**src/rtl/registered_mux_n.sv**
```systemverilog
// registered_mux_n: N-to-1 data multiplexer with a registered output, stall hold, flush, valid tracking and selector range check
// Ports:
//   clk        rising-edge clock
//   reset      synchronous active-low reset
//   Enable     1 = capture a new selection, 0 = hold
//   Flush      1 = clear the output stage (bubble)
//   In_Valid   qualifies the selection presented this cycle
//   Selector   index of the data input to forward
//   MUX_Data   packed inputs, input k at [k*NBits +: NBits]
//   MUX_Output registered selected data
//   Out_Valid  MUX_Output holds a valid selection
//   Sel_Error  last captured selection used an out-of-range index
//   Err_Count  saturating count of valid out-of-range captures (only with REGISTERED_MUX_ERRCNT_EN)
module registered_mux_n #(
    parameter int NBits   = 32,
    parameter int NInputs = 4,
    parameter int SelBits = 4
) (
    input  logic                       clk,
    input  logic                       reset,
    input  logic                       Enable,
    input  logic                       Flush,
    input  logic                       In_Valid,
    input  logic [SelBits-1:0]         Selector,
    input  logic [NInputs*NBits-1:0]   MUX_Data,
    output logic [NBits-1:0]           MUX_Output,
    output logic                       Out_Valid,
`ifdef REGISTERED_MUX_ERRCNT_EN
    output logic                       Sel_Error,
    output logic [7:0]                 Err_Count
`else
    output logic                       Sel_Error
`endif
);
    logic [NBits-1:0] r_out;
    logic             r_valid;
    logic             r_err;
    logic [NBits-1:0] w_sel_data;
    logic             w_in_range;
    // One extra bit so NInputs == 2^SelBits is representable in the compare
    assign w_in_range = {1'b0, Selector} < (SelBits+1)'(NInputs);
    // Out-of-range selectors fall through to input 0
    always_comb begin
        w_sel_data = MUX_Data[NBits-1:0];
        for (int k = 1; k < NInputs; k++)
            if (Selector == SelBits'(k)) w_sel_data = MUX_Data[k*NBits +: NBits];
    end
    always_ff @(posedge clk) begin
        if (!reset || Flush) begin
            r_out   <= '0;
            r_valid <= 1'b0;
            r_err   <= 1'b0;
        end else if (Enable) begin
            r_out   <= w_sel_data;
            r_valid <= In_Valid;
            r_err   <= ~w_in_range;
        end
    end
    assign MUX_Output = r_out;
    assign Out_Valid  = r_valid;
    assign Sel_Error  = r_err;
`ifdef REGISTERED_MUX_ERRCNT_EN
    logic [7:0] r_err_cnt;
    // Flush deliberately does not clear the count
    always_ff @(posedge clk) begin
        if (!reset)
            r_err_cnt <= 8'h00;
        else if (Enable && !Flush && In_Valid && !w_in_range && r_err_cnt != 8'hFF)
            r_err_cnt <= r_err_cnt + 8'h01;
    end
    assign Err_Count = r_err_cnt;
`endif
endmodule

```
**config.mk**
```make
export PLATFORM = sky130hd
export DESIGN_NAME = registered_mux_n
export DESIGN_NICKNAME = d
export VERILOG_FILES = /design/src/rtl/registered_mux_n.sv
export SDC_FILE = /design/constraint.sdc
export NUM_CORES = 1
export LEC_CHECK = 0
export CORE_MARGIN = 2
export CORE_UTILIZATION = 36
export CTS_BUF_LIST = sky130_fd_sc_hd__clkbuf_16
export CTS_CLUSTER_SIZE = 25
export DETAILED_ROUTE_END_ITERATION = 6
export GPL_TIMING_DRIVEN = 0
export PLACE_DENSITY = 0.95
export SETUP_SLACK_MARGIN = 0.2
export SYNTH_ARGS = -nofsm -noshare
export SYNTH_HDL_FRONTEND = slang
export SYNTH_SLANG_ARGS = --single-unit
```
**constraint.sdc**
```tcl
create_clock -name clk -period 2.8 [get_ports clk]
set_clock_uncertainty 0.15 [all_clocks]
set_input_delay 0.7 -clock clk [delete_from_list [all_inputs] [get_ports clk]]
set_output_delay 0.7 -clock clk [all_outputs]
set_load 0.05 [all_outputs]
```
# Yosys cells after proc, flatten, opt, wreduce, memory -nomap -nowiden
# Cells that the tools add are included.
[totals] ff_bits=34 in_bits=137 elab_cells=13
[classes] order_cmp=1 eq_ne=3 mux=3 bitwise=1 n_reduce_logical=2
[ops] cell="32-bit 2-to-1 mux" n=3
[ops] cell="4-bit by 2-bit == test with 1-bit output, second input constant" n=2
[ops] cell="4-bit by 1-bit == test with 1-bit output, second input constant" n=1
[ops] cell="4-bit by 3-bit less-than comparator with 1-bit output, second input constant" n=1
[ops] cell="1-bit zero test" n=1
[ops] cell="1-bit logical OR" n=1
[ops] cell="1-bit NOT" n=1

# Depth between registers and ports, before layout
# Gate-level depths: netlist (run 1).
[logic_depth] word_depth=4 mapped_depth=6 depth_no_buf=3

# Worst setup path after synthesis (run 1)
# No wires, ideal clock.
[synth_timing] path_type="in2reg" from="in Selector[1]" to="reg r_out[10], in the netlist MUX_Output[10]" setup_ns=0.131 arrival_ns=1.726 slack_ns=0.793 path_stages=6 path_buffers=3 path_cell_list="buf_4 > or4b_1 > buf_2 > buf_6 > o22ai_2 > o31ai_1"
[synth_via] elab_chain_cells=4 word_cells_on_any_way=6
[synth_lines] element="start, declared" line_no="24" text="input logic [SelBits-1:0] Selector,"
[synth_lines] element="4-bit by 1-bit == test with 1-bit output" line_no="46" text="if (Selector == SelBits'(k)) w_sel_data = MUX_Data[k*NBits +: NBits];"
[synth_lines] element="32-bit 2-to-1 mux (2 in series)" line_no="46"
[synth_lines] element="32-bit 2-to-1 mux *" line_no="46"
[synth_lines] element="end signal, assigned" line_no="54" text="r_out <= w_sel_data;"
[synth_lines] element="end, declared" line_no="35" text="logic [NBits-1:0] r_out;"
# Every way passes the cells marked *; elsewhere a longest branch is shown, timed or not.
# A chain may end at the register's enable or synchronous reset.

# Worst setup path after layout (run 1)
[layout_timing] from="in Selector[3]" to="reg r_out[24], in the netlist MUX_Output[24]"
# Same word-level chain as after synthesis.

==> results of run 1 <==
[stage by stage]
| step | setup slack (ns) | std cells |
|---|---|---|
| global route | 0.2752 | 482 |
| CTS | 0.3848 | 482 |
| floorplan | 0.7932 | 230 |
| finish | 0.4100 | 482 |
| global placement | 0.1095 | 474 |
| detailed placement | 0.1073 | 474 |
[layer usage]
layer	up-vias	routed length, um
li1	1222	-
met1	1175	2939
met2	108	4331
met3	18	557
met4	0	207
met5	-	0
[how the worst min path moves through the flow]
| stage | start | end | slack, ns | cells past startpoint |
|---|---|---|---|---|
| after floorplan | MUX_Output[16] | MUX_Output[16] | 0.52 | 2 |
| final | MUX_Output[12] | MUX_Output[12] | 0.30 | 2 |
| after global placement | MUX_Output[11] | MUX_Output[11] | 0.28 | 2 |
| after detailed placement | MUX_Output[23] | MUX_Output[23] | 0.29 | 2 |
| after CTS | MUX_Output[12] | MUX_Output[12] | 0.30 | 2 |
| after global routing | MUX_Output[3] | MUX_Output[3] | 0.32 | 2 |
[area by class of cell]
class | instances | area [um2]
fillers | 470 | 1769
multi-input cells | 171 | 1349
flip-flops and latches | 34 | 680.7
well taps | 75 | 93.84
clock inverters | 3 | 12.51
clock buffers | 5 | 125.1
repair buffers | 169 | 1692
plain buffers | 25 | 128.9
[registers in the layout, summed over array words and instances, names as in the netlist]
name,cells
Sel_Error,1
MUX_Output,32
Out_Valid,1
[cell usage after synthesis]
master,number
dfxtp_1,34
o22ai_1,2
a21oi_1,32
nor3b_1,1
or3b_1,1
nand2b_1,1
buf_4,1
clkbuf_1,14
nand2_1,32
or2_1,1
a211oi_1,1
buf_6,3
nand3b_1,1
nor2_1,3
buf_2,7
o31ai_1,32
or4b_1,1
o22ai_2,30
mux2_2,32
mux2i_1,1
[cell families (layout without fill, tap and decap cells)]
logic type / Yosys count / after routing
AND/OR/NAND/NOR: 41 / 41
buffers and inverters: 25 / 202
AO/OA/AOI/OAI: 97 / 97
flip-flops: 34 / 34
multiplexers: 33 / 33
[what timing repair did]
item                       4_1_cts  5_1_grt
hold buffers                     0        0
setup endpoints to repair        0        1
resized for setup                0        1
[critical path: stages]
cell and delay, ns:
clkdlybuf4s50_1 0.45, nor2_1 0.35, clkbuf_1 0.42, a21oi_1 0.17
o31ai_1 0.30
[power groups by stage]
stage	Clock [mW]	Combinational, mW	Sequential (mW)
finish	0.509	0.480	0.514
global placement	0	0.469	0.522
global route	0.545	0.509	0.516
CTS	0.518	0.482	0.514
floorplan	0	0.146	0.591
detailed placement	0	0.480	0.524
==> metrics.md, run 1 <==
| Metric | Value |
|---|---|
| H-tree level count | 2 |
| Grt peak-use layer | met2 |
| #FFs+latches synth | 34 |
| Post-synth top area share | 0.3161 |
| Post-synthesis simple-gate area fraction | 0.08251 |
| Nets | 543 |
| Synth unique cells | 20 |
| IO Port Bufs | 169 |
| Standard-cell rows | 28 |
| CP required | 2.81 ns |
| Placed inst area | 3939 um2 |
| Setup crit start | Selector[3] |
| Per-cell routed wire length | 16.67 um |
| Initial antenna violation count | 0 |
| Remaining global-route overflow | 0 |
| DRC | 0 |
| Area growth from synthesis to layout | 89.54% |
| Met1 Use GR | 0.2557 |
| Total GRT Usage | 0.2391 |
| Clock sink count | 34 |
| Chip Width | 81.34 um |
| LEAKAGE | 1.448 nW |
| Tightest Hold Check Type | flip-flop to flip-flop |
| Worst vdd ir | 0.2608 mV |
| Synthesized area | 2153 um2 |
| Diode count | 0 |
| Syn Inst Count | 230 |
| Slew margin rel. | 0.6390 |
| Final Wtd Congestion | 0.8205 |
| Vias in the first global route | 2,620 |
| Synth Area in Adders | 0 |
| R2r endpoint | Sel_Error |
| Cts bufs inserted | 5 |
| Crit Path Class | primary input to flip-flop |
| Main combinational cell family by area after synthesis | compound AO/OA/AOI/OAI gates |
| Sw Pwr | 0.4015 mW |
| Combinational power share | 0.319 |
| Crit path max fanout | 10 |
| XOR/XNOR Fraction of Synth Area | 0 |
| Maxcap violations | 0 |
| Final setup viols | 0 |
| Finished Core Util | 0.6976 |
| Most common cell after layout, fill and taps aside | clkdlybuf4s50_1 |
| Critical R2R Launch | Sel_Error |
| Pre-antenna DRT Iters | 4 |
| Int Power | 1.102 mW |
| Met3 Resource Use GR | 0.05556 |
| PwrDens | 368.5 nW/um2 |
| Die area | 6616 um2 |
| Vias per cell | 5.234 |
| Initial Util | 0.3680 |
| Share of cells above drive strength 1 | 0.1966 |
| Maximum clock frequency | 0.4184 GHz |
| Worst Setup EP | MUX_Output[24] |
| Clock share of power | 0.339 |
| Post-Syn Nets | 367 |
| I/O pin total | 171 |
| Register area share after synthesis | 0.3161 |
| Most frequent cells in the layout | clkdlybuf4s50_1, dfxtp_1 |
| Final WL | 8035 um |
| Reg2Reg Setup Slack | 1.99 ns |
| Reg clk slew, reported paths | 0.05 ns |
| Post-Syn Area per Cell | 9.362 um2 |
| Final Hold Viols | 0 |
| Yosys warning count | 0 |
| Setup Buffers After CTS | 0 |
| Pin count of the biggest net entering global routing | 11 |
| Deepest clock path buffer count | 2 |
| Via count | 2,523 |
| Clk Latency, worst-skew pair | 0.27 ns |
| Finished Cell Area | 4081 um2 |
| CTS tree | built |
| Pwr Total | 1.504 mW |
| Worst Hold Slack | 0.3017 ns |
| CP endpoint kind | flip-flop |
| CP arrival | 2.40 ns |
| Unrepaired setup endpoints after global routing | false |
| First-pass GRT wire length | 12,160 um |
| Post-DRT Antenna Nets | 0 |
| Die span in y | 81.34 um |
| Worst Tran Pin Value | 0.5398 ns |
| Leading area contributor after synthesis | dfxtp_1 |
| Met2 usage | 0.4475 |
| Sequential Power Share | 0.342 |
| Mux cell area share after synthesis | 0.1720 |
| Clock Tree Root | clkbuf_16 |
| Ranking of synthesized cells by area | dfxtp_1, o22ai_2, mux2_2 |
| Slew Limit Fails | 0 |
| R2r worst-path depth | 2 |
| Switching Fraction | 0.2670 |
| Setup_tns | 0 ns |
| Synth Area in Compound Gates | 0.3696 |
| Period utilisation layout | 0.8536 |
| Minimum clock period | 2.390 ns |
| DR iter-0 viols | 80 |
| Status | finished clean |
| Core region area | 5851 um2 |
| CP Launch Type | primary input |
| DP Wirelength | 6474 um |
No activity file was read; power rests on OpenSTA's default activity.
==> inputs of run 2 (changes only) <==
--- a/config.mk
+++ b/config.mk
@@ -5,8 +5,10 @@
 export SDC_FILE = /design/constraint.sdc
 export NUM_CORES = 1
 export LEC_CHECK = 0
+export CELL_PAD_IN_SITES_DETAIL_PLACEMENT = 0
+export CELL_PAD_IN_SITES_GLOBAL_PLACEMENT = 1
 export CORE_MARGIN = 2
-export CORE_UTILIZATION = 36
+export CORE_UTILIZATION = 24
 export CTS_BUF_LIST = sky130_fd_sc_hd__clkbuf_16
 export CTS_CLUSTER_SIZE = 25
 export DETAILED_ROUTE_END_ITERATION = 6
==> run 2 against run 1 <==
- final area rose by 1.6%
- largest cell class unchanged
- clock power rose by 21%
- worst setup slack improved by 0.024 ns
- fmax rose by 1.0%
- critical endpoint is now MUX_Output[21]
- utilization fell by 22 points
- register-to-register slack got worse by 0.03 ns
- die area rose by 47%
- largest power group is now the clock network
- power rose by 6.9%
- routed wire length rose by 6.0%
- first-iteration DRC count fell by 34%
==> metrics.md, run 2 (same netlist as run 1, synthesis figures left out) <==
| Metric | Value |
|---|---|
| Maximum clock frequency | 0.4227 GHz (was 0.4184 GHz) |
| Total GRT Usage | 0.1697 (was 0.2391) |
| Share of cells above drive strength 1 | 0.1966 (unchanged) |
| Wl on met1 | 3502 um (was 2939 um) |
| Reg clk slew, reported paths | 0.05 ns (about the same) |
| Largest stage delay, worst path | 0.45 ns (about the same) |
| Initial antenna violation count | 0 (unchanged) |
| Critical R2R Launch | Sel_Error (unchanged) |
| Worst Setup EP | MUX_Output[21] (was MUX_Output[24]) |
| Pre-antenna DRT Iters | 4 (unchanged) |
| Highest metal used | met4 (unchanged) |
| R2r worst-path depth | 2 (unchanged) |
| Cts hold-fix bufs | 0 (unchanged) |
| Remaining global-route overflow | 0 (unchanged) |
| Final WL | 8519 um (was 8035 um) |
| Core region area | 8721 um2 (was 5851 um2) |
| Most frequent cells in the layout | clkdlybuf4s50_1, dfxtp_1 (unchanged) |
| Final Wtd Congestion | 0.7363 (was 0.8205) |
| Clock sink count | 34 (unchanged) |
| LEAKAGE | 1.462 nW (was 1.448 nW) |
| R2r endpoint | Sel_Error (unchanged) |
| Slowest-stage cell, CP | clkdlybuf4s50_1 (unchanged) |
| Largest register FFs | 32 (unchanged) |
| DRC | 0 (unchanged) |
| Die span in y | 98.72 um (was 81.34 um) |
| Deepest clock path buffer count | 2 (unchanged) |
| Final Hold Viols | 0 (unchanged) |
| First-pass GRT wire length | 13,230 um (was 12,160 um) |
| Die area | 9746 um2 (was 6616 um2) |
| Setup_tns | 0 ns (unchanged) |
| Cts bufs inserted | 5 (unchanged) |
| CTS tree | built (unchanged) |
| Most common cell after layout, fill and taps aside | clkdlybuf4s50_1 (unchanged) |
| Met3 wire length | 523 um (was 557 um) |
| Pin count of the biggest net entering global routing | 11 (unchanged) |
| Worst vdd ir | 0.2061 mV (was 0.2608 mV) |
| Crit path max fanout | 10 (unchanged) |
| Slew margin rel. | 0.6354 (was 0.6390) |
| Slew Limit Fails | 0 (unchanged) |
| Period utilisation layout | 0.8449 (was 0.8536) |
| Diode count | 0 (unchanged) |
| Crit Path Class | primary input to flip-flop (unchanged) |
| Setup crit start | Selector[3] (unchanged) |
| H-tree level count | 2 (unchanged) |
| DP Wirelength | 6717 um (was 6474 um) |
| Standard-cell rows | 34 (was 28) |
| CP arrival | 2.39 ns (was 2.40 ns) |
| Tightest Hold Check Type | flip-flop to flip-flop (unchanged) |
| Minimum clock period | 2.366 ns (was 2.390 ns) |
| CP required | 2.82 ns (was 2.81 ns) |
| Worst path cell trace | clkdlybuf4s50_1 -> nor2_1 -> clkbuf_1 -> a21oi_1 -> o31ai_1 (unchanged) |
| DR iter-0 viols | 53 (was 80) |
| Vias per cell | 4.825 (was 5.234) |
| Status | finished clean (unchanged) |
| Per-cell routed wire length | 16.54 um (was 16.67 um) |
| Placed insts | 507 (was 474) |
| Maxcap violations | 0 (unchanged) |
| I/O pin total | 171 (unchanged) |
| Post-DRT Antenna Nets | 0 (unchanged) |
| Vias in the first global route | 2,680 (was 2,620) |
| IO Port Bufs | 169 (unchanged) |
| Final setup viols | 0 (unchanged) |
| PwrDens | 387.7 nW/um2 (was 368.5 nW/um2) |
| Clk Latency, worst-skew pair | 0.27 ns (about the same) |
| Clock Tree Root | clkbuf_16 (unchanged) |
| CP Launch Type | primary input (unchanged) |
| Unrepaired setup endpoints after global routing | false (unchanged) |
| Reg2Reg Setup Slack | 1.96 ns (was 1.99 ns) |
| CP endpoint kind | flip-flop (unchanged) |
| Area growth from synthesis to layout | 92.62% (was 89.54%) |
| Initial Util | 0.2469 (was 0.3680) |
| Worst Tran Pin Value | 0.5451 ns (was 0.5398 ns) |
| Chip Width | 98.72 um (was 81.34 um) |
| Nets | 543 (unchanged) |
| Via count | 2,485 (was 2,523) |
| Layout Cells excl Fill | 515 (was 482) |
| Routed met2 length | 4293 um (was 4331 um) |
[run 2: cell types whose count changed in the layout (fill, tap and decap cells not counted)]
cell	before	now
bufinv_16	0	1
clkinv_1	1	0
clkinv_2	1	0
inv_1	1	2
[run 2: area by class of cell]
| class | instances | area [um2] |
|---|---|---|
| fillers | 857 | 4573 |
| clock inverters | 3 | 37.54 |
| flip-flops and latches | 34 | 680.7 |
| multi-input cells | 171 | 1349 |
| well taps | 108 | 135.1 |
| clock buffers | 5 | 125.1 |
| repair buffers | 169 | 1692 |
| plain buffers | 25 | 128.9 |
[run 2: through the flow]
step,util,hold slack (ns),area [um2],setup WS (ns),total power [mW]
floorplan,-,0.5201,2153,0.7932,0.7373
global placement,0.4564,0.2850,3980,0.03888,0.9979
detailed placement,0.4564,0.2885,3980,0.04323,1.006
CTS,0.4750,0.3012,4143,0.3204,1.627
global route,0.4756,0.3283,4148,0.2842,1.673
finish,0.4756,0.2961,4148,0.4343,1.608
[run 2: critical path: cells and delay by family]
| family | cells | cell delay (ns) |
|---|---|---|
| buffers and inverters | 2 | 0.90 |
| AO/OA/AOI/OAI | 2 | 0.39 |
| AND/OR/NAND/NOR | 1 | 0.40 |
[run 2: worst min path at each step]
stage                           endpoint  depth (start not counted)  slack, ns           start
after floorplan           MUX_Output[16]                          2       0.52  MUX_Output[16]
after global placement    MUX_Output[19]                          2       0.29  MUX_Output[19]
after detailed placement  MUX_Output[12]                          2       0.29  MUX_Output[12]
after CTS                 MUX_Output[12]                          2       0.30  MUX_Output[12]
after global routing      MUX_Output[14]                          2       0.33  MUX_Output[14]
final                     MUX_Output[12]                          2       0.30  MUX_Output[12]
[run 2: layer usage]
| metal | track usage | vias to the layer above |
|---|---|---|
| li1 | - | 1220 |
| met1 | 0.1904 | 1149 |
| met2 | 0.3124 | 100 |
| met3 | 0.03901 | 16 |
| met4 | 0.06112 | 0 |
| met5 | 0 | - |
[run 2: power by group]
part | total, mW | internal [mW] | switching, mW
clock | 0.614 | 0.413 | 0.200
sequential | 0.514 | 0.504 | 0.00980
combinational | 0.481 | 0.277 | 0.203
total | 1.61 | 1.19 | 0.414
[run 2: timing repair]
item	CTS	global route
buffers inserted	0	0
setup endpoints to repair	0	16
gates resized for setup	0	1
